File: src/rtl/pulse_cmd_sequencer.sv
// UART command-frame parser and dual-channel pulse burst sequencer.
// In: sys_clk, sys_rst, po_data/po_flag. Out: pulse_out1/2, busy, tx_data/tx_flag.
module pulse_cmd_sequencer #(
  parameter int TIMEOUT_CYC = 200_000,
  parameter int PAIR_SPACE  = 1000
) (
  input  logic       sys_clk,
  input  logic       sys_rst,
  input  logic [7:0] po_data,
  input  logic       po_flag,
  output logic       pulse_out1,
  output logic       pulse_out2,
  output logic       busy,
  output logic [7:0] tx_data,
  output logic       tx_flag
);

  localparam int TW = $clog2(TIMEOUT_CYC + 1);

  typedef enum logic [2:0] {
    IDLE, P1, GAP, P2, SPACE
  } state_t;

  state_t          state_q, state_d;
  logic [15:0]     cnt_q, cnt_d;
  logic [7:0]      rem_q, rem_d;
  logic [2:0]      byte_q, byte_d;
  logic [TW-1:0]   to_q, to_d;
  logic [7:0]      frm_q [8];
  logic [7:0]      frm_d [8];
  logic [7:0]      csum_q, csum_d;
  logic            act1_q, act1_d;
  logic            act2_q, act2_d;
  logic [7:0]      w1_q, w1_d;
  logic [7:0]      w2_q, w2_d;
  logic [7:0]      g_q, g_d;
  logic [7:0]      tx_data_q, tx_data_d;
  logic            tx_flag_q, tx_flag_d;
  logic            p1_q, p1_d;
  logic            p2_q, p2_d;
  logic            busy_q, busy_d;

  logic            frame_done;
  logic            pair_end;
  logic            pair_start;
  logic            new_a1;
  logic            new_a2;
  logic [7:0]      op;

  always_comb begin
    state_d    = state_q;
    cnt_d      = cnt_q;
    rem_d      = rem_q;
    byte_d     = byte_q;
    to_d       = to_q;
    frm_d      = frm_q;
    csum_d     = csum_q;
    act1_d     = act1_q;
    act2_d     = act2_q;
    w1_d       = w1_q;
    w2_d       = w2_q;
    g_d        = g_q;
    tx_data_d  = tx_data_q;
    tx_flag_d  = 1'b0;
    frame_done = 1'b0;
    pair_end   = 1'b0;
    pair_start = 1'b0;
    op         = frm_q[0];
    new_a1     = (frm_q[1] != 8'd0) && (frm_q[3] != 8'd0);
    new_a2     = (frm_q[2] != 8'd0) && (frm_q[4] != 8'd0);

    // Byte collection; a strobe always wins over a timeout expiry.
    if (po_flag) begin
      byte_d         = byte_q + 3'd1;
      to_d           = '0;
      frm_d[byte_q]  = po_data;
      csum_d         = (byte_q == 3'd0) ? po_data : (csum_q ^ po_data);
      frame_done     = (byte_q == 3'd7);
    end else if (byte_q != 3'd0) begin
      if (to_q == TW'(TIMEOUT_CYC)) begin
        byte_d = '0;
        to_d   = '0;
      end else begin
        to_d = to_q + 1'b1;
      end
    end else begin
      to_d = '0;
    end

    unique case (state_q)
      IDLE: state_d = IDLE;
      P1: begin
        if (cnt_q == 16'd0) begin
          if (!act2_q) begin
            pair_end = 1'b1;
          end else if (g_q != 8'd0) begin
            state_d = GAP;
            cnt_d   = {8'd0, g_q} - 16'd1;
          end else begin
            state_d = P2;
            cnt_d   = {8'd0, w2_q} - 16'd1;
          end
        end else begin
          cnt_d = cnt_q - 16'd1;
        end
      end
      GAP: begin
        if (cnt_q == 16'd0) begin
          state_d = P2;
          cnt_d   = {8'd0, w2_q} - 16'd1;
        end else begin
          cnt_d = cnt_q - 16'd1;
        end
      end
      P2: begin
        if (cnt_q == 16'd0) pair_end = 1'b1;
        else cnt_d = cnt_q - 16'd1;
      end
      SPACE: begin
        if (cnt_q == 16'd0) pair_start = 1'b1;
        else cnt_d = cnt_q - 16'd1;
      end
      default: state_d = IDLE;
    endcase

    if (pair_end) begin
      rem_d = rem_q - 8'd1;
      if (rem_q == 8'd1) begin
        state_d = IDLE;
      end else begin
        state_d = SPACE;
        cnt_d   = 16'(PAIR_SPACE - 1);
      end
    end

    if (pair_start) begin
      if (act1_q) begin
        state_d = P1;
        cnt_d   = {8'd0, w1_q} - 16'd1;
      end else begin
        state_d = P2;
        cnt_d   = {8'd0, w2_q} - 16'd1;
      end
    end

    // Completed frame overrides the burst sequencing above.
    if (frame_done) begin
      tx_flag_d = 1'b1;
      if (csum_q != po_data) begin
        tx_data_d = 8'hE1;
      end else if (op != 8'h00 && op != 8'h07) begin
        tx_data_d = 8'hE2;
      end else if (op == 8'h07 && state_q != IDLE) begin
        tx_data_d = 8'hE3;
      end else if (op == 8'h00) begin
        tx_data_d = 8'hA5;
        state_d   = IDLE;
        cnt_d     = '0;
      end else begin
        tx_data_d = 8'hA5;
        act1_d    = new_a1;
        act2_d    = new_a2;
        w1_d      = frm_q[3];
        w2_d      = frm_q[4];
        g_d       = frm_q[5];
        rem_d     = (frm_q[6] == 8'd0) ? 8'd1 : frm_q[6];
        if (new_a1) begin
          state_d = P1;
          cnt_d   = {8'd0, frm_q[3]} - 16'd1;
        end else if (new_a2) begin
          state_d = P2;
          cnt_d   = {8'd0, frm_q[4]} - 16'd1;
        end else begin
          state_d = IDLE;
        end
      end
    end

    p1_d   = (state_d == P1);
    p2_d   = (state_d == P2);
    busy_d = (state_d != IDLE);
  end

  always_ff @(posedge sys_clk or posedge sys_rst) begin
    if (sys_rst) begin
      state_q   <= IDLE;
      cnt_q     <= '0;
      rem_q     <= '0;
      byte_q    <= '0;
      to_q      <= '0;
      frm_q     <= '{default: '0};
      csum_q    <= '0;
      act1_q    <= 1'b0;
      act2_q    <= 1'b0;
      w1_q      <= '0;
      w2_q      <= '0;
      g_q       <= '0;
      tx_data_q <= '0;
      tx_flag_q <= 1'b0;
      p1_q      <= 1'b0;
      p2_q      <= 1'b0;
      busy_q    <= 1'b0;
    end else begin
      state_q   <= state_d;
      cnt_q     <= cnt_d;
      rem_q     <= rem_d;
      byte_q    <= byte_d;
      to_q      <= to_d;
      frm_q     <= frm_d;
      csum_q    <= csum_d;
      act1_q    <= act1_d;
      act2_q    <= act2_d;
      w1_q      <= w1_d;
      w2_q      <= w2_d;
      g_q       <= g_d;
      tx_data_q <= tx_data_d;
      tx_flag_q <= tx_flag_d;
      p1_q      <= p1_d;
      p2_q      <= p2_d;
      busy_q    <= busy_d;
    end
  end

  assign pulse_out1 = p1_q;
  assign pulse_out2 = p2_q;
  assign busy       = busy_q;
  assign tx_data    = tx_data_q;
  assign tx_flag    = tx_flag_q;

endmodule

File: config.mk
export PLATFORM = sky130hd
export DESIGN_NAME = pulse_cmd_sequencer
export DESIGN_NICKNAME = d
export VERILOG_FILES = /design/src/rtl/pulse_cmd_sequencer.sv
export SDC_FILE = /design/constraint.sdc
export NUM_CORES = 1
export LEC_CHECK = 0
export CORE_ASPECT_RATIO = 1.4
export CORE_MARGIN = 3
export CORE_UTILIZATION = 59
export DETAILED_ROUTE_END_ITERATION = 12
export DONT_BUFFER_PORTS = 1
export PLACE_DENSITY = 0.75
export SLEW_MARGIN = 0
export SYNTH_ARGS = -nofsm -noshare
export SYNTH_HDL_FRONTEND = slang
export SYNTH_SLANG_ARGS = --single-unit
File: constraint.sdc
create_clock -name sys_clk -period 5.4 [get_ports sys_clk]
set_input_delay 1.08 -clock sys_clk [delete_from_list [all_inputs] [get_ports sys_clk]]
set_output_delay 1.08 -clock sys_clk [all_outputs]
set_load 0.02 [all_outputs]
# Word level (Yosys, flattened, before mapping)
# Index checks and enable logic that the tools add are counted.
[classes]
n_reduce_logical = 23
addsub = 9
n_lt_le_gt_ge = 2
n_eq_ne = 12
bitwise_logic = 6
mux = 60
[op_table]
columns = ["cell", "count"]
rows = [
  ["$mux W16", 16],
  ["$mux W8", 9],
  ["$bwmux W64", 1],
  ["$mux W18", 3],
  ["$pmux W16 S3", 1],
  ["$reduce_bool A8 Y1", 6],
  ["$sub A8 B1 Y9 const B", 5],
  ["$mux W3", 13],
  ["$demux W8 S3", 1],
  ["$mux W7", 3],
  ["$add A18 B1 Y18 const B", 1],
  ["$eq A18 B18 Y1 const B", 1],
  ["$logic_not A16 Y1", 1],
  ["$logic_not A8 Y1", 2],
  ["$sub A16 B1 Y16 const B", 1],
  ["$eq A3 B2 Y1 const B", 3],
  ["$pmux W3 S3", 1],
  ["$reduce_bool A3 Y1", 3],
  ["$eq A8 B1 Y1 const B", 1],
  ["$eq A8 B3 Y1 const B", 1],
  ["$mux W2", 4],
  ["$ne A8 B3 Y1 const B", 1],
  ["$ne A8 B8 Y1", 1],
  ["$sub A8 B1 Y8 const B", 1],
  ["16 further kinds", 32],
]
[totals]
reg_bits = 158
elab_cells = 136

# Depth between registers and ports, before layout
# Gate-level depths: netlist of the first run.
[logic_depth]
depth_word = 15
depth_mapped = 10
mapped_depth_nobuf = 8

# Worst setup path before layout of the first run
# Ideal clock, no wire load.
[synth_path]
path_kind = "input to register"
startpoint = "in po_data[6]"
endpoint = "reg g_q[5]"
setup_ns = 0.117
arrival_ns = 2.730
setup_slack_ns = 2.553
required_ns = 5.283
path_stages = 9
n_path_buf = 3
cell_sequence = "clkbuf_1 > xor2_1 > nor4_1 > nand4_1 > nand2b_1 > buf_2 > clkbuf_1 > nand2_1 > nand2_1"
[synth_via]
elab_chain_len = 3
[synth_rtl]
columns = ["item", "line", "source"]
rows = [
  ["from (decl)", "9", "input logic [7:0] po_data,"],
  ["$ne A8 B8 Y1", "149", "if (csum_q != po_data) begin"],
  ["$not A1 Y1 (no source line)", "n/a", ""],
  ["$reduce_and A5 Y1 (no source line)", "n/a", ""],
  ["to (signal assigned)", "215", "g_q <= g_d;"],
  ["to (decl)", "36", "logic [7:0] g_q, g_d;"],
]
# No other way between the ends.
# A chain may end at the register's enable or synchronous reset.

# Worst setup path after layout of the first run
[layout_path]
startpoint = "reg cnt_q[3]"
endpoint = "reg cnt_q[10]"
[layout_via]
elab_chain_len = 13
[layout_rtl]
columns = ["item", "line", "source"]
rows = [
  ["from (decl)", "25", "logic [15:0] cnt_q, cnt_d;"],
  ["from (signal assigned)", "205", "cnt_q <= cnt_d;"],
  ["$sub A16 B1 Y16 or $logic_not A16 Y1 (tied branches)", "n/a", ""],
  ["$mux W16, on equally long branches", "n/a", ""],
  ["$pmux W16 S3", "90", "unique case (state_q)"],
  ["$mux W16", "128", "if (rem_q == 8'd1) begin"],
  ["$mux W16", "126", "if (pair_end) begin"],
  ["$mux W16 (*)", "136", "if (pair_start) begin"],
  ["$mux W16", "170", "end else if (new_a2) begin"],
  ["$mux W16", "167", "if (new_a1) begin"],
  ["$mux W16", "155", "end else if (op == 8'h00) begin"],
  ["$mux W16", "153", "end else if (op == 8'h07 && state_q != IDLE) begin"],
  ["$mux W16", "151", "end else if (op != 8'h00 && op != 8'h07) begin"],
  ["$mux W16", "149", ""],
  ["$mux W16 (*)", "147", "if (frame_done) begin"],
  ["net cnt_d[10]", "25", ""],
]
# Mark *: on every way through the listed nets, which the timed path passes. The rest lies on a longest branch.

==> results.md, run 1 <==
- Status: completed
- Clk Latency, worst-skew pair: 420 ps
- Worst-margin pin slew: 1257 ps
- 1st-pass router iterations: 7
- Power Dens Cells: 397.1 nW/um^2
- Final number of setup-violating endpoints: 0
- Worst-path clk slew: 70 ps
- Hold slack: 468.6 ps
- Layout net count: 888
- Placed Cells incl. Taps: 1025
- Synth Area per Inst: 9.373 sq um
- Storage cell area: 3679 sq um
- Crit-path slowest cell: nor4_2
- CTS tree: yes
- Global-route wire length before repair: 34960 um
- Post-synthesis sequential area ratio: 0.4470
- Cell repeated most along the worst path: nor2_1
- Die X: 105.8 um
- DR vias/cell: 6.325
- Syn Inst Count: 878
- Largest family of logic cells by synthesized area: simple AND/OR/NAND/NOR gates
- CP Capture Type: flop
- Synth Warn #: 0
- DRT iter0 DRCs: 613
- Worst hold path stage count: 2
- Unique masters post-synth: 68
- Total wire length: 21250 um
- Max-cap violations: 0
- Post-Synth Simple-Gate Area: 0.2229
- Area leader, netlist: dfrtp_1
- Clock sinks: 147
- XOR/XNOR Fraction of Synth Area: 0.06067
- Max clock buf depth: 2
- Avg WL per Cell: 20.11 um
- Non-filler cells, final: 1057
- Worst Reg2Reg Path Length in Cells: 6
- Largest cells by area after synthesis: dfrtp_1, mux2_2, nand2_1
- Worst reg-to-reg setup slack: 2540 ps
- Final cycle utilization of the critical path: 0.5292
- RSZ-0062 raised after global routing: false
- Hold EP: g_q[3]
- Compound-Gate Fraction of Synth Area: 0.1235
- Vias in the first global route: 6702
- Remaining antenna violation count: 0
- TritonCTS Buffers: 17
- Clock Tree Root: clkbuf_16
- Global placer's final weighted congestion: 0.9879
- Final period demand of the worst path: 2858 ps
- Crit start category: flop
- Leakage: 3.812 nW
- Crit path cell chain: nor4_2, nand2_1, nor2_1, o2111ai_2, o221ai_1, nor2_1
- Post-synth top flop: dfrtp_1
- Initial antenna violation count: 0
- Synth Register Bits: 147
- Critical path peak fanout: 8
- Worst min-delay path class: reg2reg
- Critical path's largest stage delay: 630 ps
- Syn Std Cell Area: 8229 sq um
- Row cnt: 50
- GRT Util Overall: 0.2896
- Multi-input logic area: 4254 sq um
- Setup CP Type: reg2reg
- # IOs: 23
- Post-synthesis adder-cell area fraction: 0.02281
- Max-slew headroom: 0.1553
- Die boundary height: 145.7 um
- Largest net degree at the start of global routing: 102
- Antenna diode count: 0
- Reg2reg end: cnt_q[10]
- Worst r2r src: cnt_q[3]
- Worst Clk Skew: 9.218 ps
- DP HPWL: 15570 um
- Asr flop ratio synth: 1.000
- Cts hold-fix bufs: 0
- Hold_sp: frm_q[19]
- Overflow after GRT: 0
- Layout fillers: 1124
- Post-CTS Setup Inserts: 0
- Placeable Area: 13510 sq um
- VDD IR max: 0.2800 mV
- H-tree depth: 4
- Final hold viol count: 0
- DIE AREA: 15420 sq um
- Area grow syn2layout: 8.651%
- Share of layout cells above drive strength 1: 0.1291
- DR DRC count: 0
- Via count: 6686
- Post-CTS Resized: 0
- Top cell type's share of synthesized area: 0.4470
- Multiplexer share of the synthesized area: 0.08621
- Critical path required time: 5690 ps
- Number of synthesized flops with an enable pin: 0
- Worst Path Arrival: 3150 ps
- Slew Limit Fails: 0
- Initial Util: 0.6090
- Max Clock Freq: 350.0 MHz
- Setup TNS: 0 ps
- # port buffers: 0
## sequential cells by signal, summed over array words and instances (netlist names), 3 cells and up
name / flops
op: 8
to_q: 18
state_q: 3
tx_data: 5
byte_q: 3
w1_q: 8
w2_q: 8
g_q: 8
csum_q: 8
cnt_q: 16
rem_q: 8
frm_q: 48
## cell families (layout without fill, tap and decap cells)
logic type / count (synthesis) / count (layout)
fa+ha+maj: 15 / 15
simple gates: 366 / 366
other cells: 1 / 2
mux: 64 / 64
flops: 147 / 147
buf+inv: 75 / 71
xor+xnor: 57 / 57
compound gates: 153 / 153
## layout make-up
class                      count  area share
multi-input combinational    657      0.4758
timing repair buffer           4    0.003359
inverter                      35     0.01525
sequential                   147      0.4114
tap                          182     0.02547
clock inverter                13     0.01805
clock buffer                  19     0.05066
## routing by layer
layer | GRT usage | vias to the layer above | share of wire
met3 | 0.04660 | 90 | 0.044
met2 | 0.4917 | 263 | 0.51
met1 | 0.3414 | 3224 | 0.38
met4 | 0.1782 | 0 | 0.062
li1 | - | 3109 | -
met5 | 0 | - | 0
## cells in the final DEF, fill, tap and decap left out, types with 30 or more instances in the layout
cell type | Yosys | final
nor2_1 | 68 | 68
nand2_1 | 119 | 119
nor3_1 | 34 | 34
o21ai_0 | 36 | 36
a21oi_1 | 32 | 32
xor2_1 | 30 | 30
dfrtp_1 | 147 | 147
mux2_2 | 55 | 55
nand3_1 | 33 | 33
inv_1 | 35 | 34
## how the worst max path moves through the flow
stage                      end  cells past startpoint  startpoint
finish               cnt_q[10]                      6    cnt_q[3]
global route        pulse_out1                      8    cnt_q[1]
CTS                  cnt_q[10]                      6    cnt_q[3]
detailed placement   cnt_q[11]                      6     po_flag
global placement     cnt_q[11]                      6  po_data[6]
floorplan               act1_q                      1     sys_rst
## per-stage QoR
step	util	setup WS [ps]	total power (W)	cell area, sq um
floorplan	-	368.7	0.002116	8233
global placement	0.6162	2469	0.002288	8327
detailed placement	0.6162	2451	0.002332	8327
CTS	0.6617	2611	0.003563	8941
global route	0.6617	2344	0.003724	8941
finish	0.6617	2542	0.003550	8941
## critical path: cells and delay by family (launching register included)
family / cells / cell delay [ps]
compound gates: 2 / 720
flops: 1 / 450
simple gates: 4 / 1540
## synthesized netlist by cell type (all sizes together) (10+ instances only)
master / number
ha: 15
nand3: 34
nor3: 34
dfrtp: 147
nand4: 15
xnor2: 27
nand2: 119
o21ai: 41
xor2: 30
a21oi: 32
clkbuf: 30
nor2: 69
or3: 12
inv: 35
a31oi: 11
buf: 10
mux2: 55
nor4: 20
## power breakdown
group,switching [W],leakage (nW),internal (W)
clock network,0.000502,0.297,0.000722
logic,0.000354,1.69,0.000348
registers,0.000269,1.83,0.00136
total,0.00112,3.81,0.00243
Power figures use the tool's default switching activity.
==> inputs of run 2 (changes only) <==
==> constraint.sdc (replaced) <==
create_clock -name sys_clk -period 2.9 [get_ports sys_clk]
set_input_delay 0.58 -clock sys_clk [delete_from_list [all_inputs] [get_ports sys_clk]]
set_output_delay 0.58 -clock sys_clk [all_outputs]
set_load 0.02 [all_outputs]
==> run 2 against run 1 <==
Critical path type unchanged. Wire length up 5.3%. Critical endpoint is now pulse_out1. Cell count up 2.5%. Clock power up 75%.
==> results.md, run 2 (synthesized netlist as in run 1, its figures left out) <==
- Status: completed
- Crit-path slowest cell: dfrtp_1
- Avg WL per Cell: 20.66 um
- DRT iter0 DRCs: 476
- Reg2reg end: pulse_out1
- Antenna diode count: 0
- Worst Clk Skew: 9.777 ps
- Net Switching: 0.002060 W
- Crit path cell chain: inv_1, ha_1, nor4b_2, nand3_1, nor2_1, buf_4, o21ai_0, o21ai_1, a21boi_0
- Worst reg-to-reg setup slack: 230 ps
- H-tree depth: 4
- Critical path required time: 3200 ps
- Non-filler cells, final: 1083
- # IOs: 23
- Area grow syn2layout: 10.64%
- DP HPWL: 16650 um
- 1st-pass router iterations: 6
- Worst-margin pin slew: 777.0 ps
- GRT Util Overall: 0.3011
- Biggest regs: frm_q (48), to_q (18), cnt_q (16)
- Placed Area: 8526 sq um
- Max reg flops: 48
- Clock sinks: 147
- Sw Share: 0.3194
- Layout net count: 914
- Post-CTS Setup Inserts: 0
- CTS tree: yes
- Final number of setup-violating endpoints: 0
- Worst Reg2Reg Path Length in Cells: 9
- Setup TNS: 0 ps
- Max Clock Freq: 374.9 MHz
- Vias in the first global route: 7074
- Final period demand of the worst path: 2667 ps
- Hold slack: 257.8 ps
- Setup CP Type: reg2reg
- Worst Path Arrival: 2970 ps
- VDD IR max: 0.4881 mV
- Power Internal: 0.004390 W
- Share of layout cells above drive strength 1: 0.1532
- Final cycle utilization of the critical path: 0.9198
- Placeable Area: 13510 sq um
- DR DRC count: 0
- Max clock buf depth: 2
- Worst min-delay path class: in2reg
- Total wire length: 22370 um
- Max-cap violations: 0
- Overflow after GRT: 0
- Sequential share of power: 0.466
- Clock Tree Root: clkbuf_16
- Max-slew headroom: 0.4820
- Worst-path clk slew: 60 ps
- Placed Cells incl. Taps: 1050
- Largest net degree at the start of global routing: 140
- Remaining antenna violation count: 0
- Global placer's final weighted congestion: 1.031
- Design Area, Final: 9105 sq um
- Row cnt: 50
- Via count: 6870
- Initial antenna violation count: 0
- Slew Limit Fails: 0
- Final hold viol count: 0
- Global-route wire length before repair: 36580 um
- Layout fillers: 1103
- RSZ-0062 raised after global routing: false
- Clk Latency, worst-skew pair: 420 ps
- Die X: 105.8 um
- Comb pwr share: 0.204
- # port buffers: 0
- Commonest non-fill, non-tap cell in the layout: dfrtp_1
- Most flop-heavy register: frm_q
- Hold EP: csum_q[1]
- Worst hold path stage count: 1
- Crit start category: flop
- Worst r2r src: cnt_q[1]
- Commonest cells after routing, fill and taps aside: dfrtp_1, nand2_1, nor2_1
- Crit-path leading delay family: simple AND/OR/NAND/NOR gates
- Power Dens Cells: 708.4 nW/um^2
- Hold_sp: po_flag
- Critical path peak fanout: 6
- Leakage: 3.919 nW
- Initial Util: 0.6090
- Critical path's largest stage delay: 430 ps
- TritonCTS Buffers: 17
- DIE AREA: 15420 sq um
- Critical path buffer and inverter count: 2
- Clk pwr share: 0.330
- DR vias/cell: 6.343
- Die boundary height: 145.7 um
- CP Capture Type: flop
-- run 2: cell type report --
type | instances | area, sq um | area share
multi-input combinational | 657 | 4254 | 0.4672
sequential | 147 | 3679 | 0.4040
clock buffer | 17 | 425.4 | 0.04672
timing repair buffer | 30 | 240.2 | 0.02638
tap | 182 | 227.7 | 0.02501
clock inverter | 15 | 143.9 | 0.01580
inverter | 35 | 135.1 | 0.01484
-- run 2: routing by layer --
layer	routed length, um	part of all wire	track usage	vias up
met1	8271	0.37	0.3307	3377
met3	835	0.037	0.04838	103
met2	11820	0.53	0.5396	233
li1	-	-	-	3157
met4	1446	0.065	0.1808	0
met5	0	0	0	-
-- run 2: worst max path at each step --
stage | start | to | slack (ps) | depth (start not counted)
4_1_cts | byte_q[0] | cnt_q[11] | 190 | 9
2_1_floorplan | sys_rst | act1_q | 470 | 1
5_1_grt | byte_q[0] | state_q[0] | 20 | 9
3_3_place_gp | cnt_q[0] | pulse_out1 | 370 | 8
3_5_place_dp | byte_q[0] | cnt_q[11] | 290 | 9
6_report | cnt_q[1] | pulse_out1 | 230 | 9
-- run 2: power by group through the flow --
stage	Combinational, W	Sequential [W]	Clock, W
2_1_floorplan	0.00108	0.00286	0
3_3_place_gp	0.00122	0.00298	0
3_5_place_dp	0.00129	0.00302	0
4_1_cts	0.00130	0.00299	0.00216
5_1_grt	0.00145	0.00306	0.00226
6_report	0.00132	0.00300	0.00213
-- run 2: timing repair --
action | CTS | global route
endpoints found under the setup margin | 0 | 2
gates resized for setup | 0 | 1
hold buffers | 1 | 0
endpoints found under the hold margin | 8 | 0
-- run 2: through the flow --
stage	util	setup slack, ps	power [W]
final	0.6738	232.6	0.006450
after floorplan	-	473.0	0.003940
after global placement	0.6309	367.6	0.004209
after CTS	0.6738	192.3	0.006453
after global routing	0.6738	24.69	0.006769
after detailed placement	0.6309	288.4	0.004315
==> inputs of run 3 (changes only) <==
--- a/config.mk
+++ b/config.mk
@@ -15,3 +15,4 @@
 export SYNTH_ARGS = -nofsm -noshare
 export SYNTH_HDL_FRONTEND = slang
 export SYNTH_SLANG_ARGS = --single-unit
+export TNS_END_PERCENT = 50
==> results of run 3 <==
No change in the layout: final DEF, timing and power equal those of run 2.
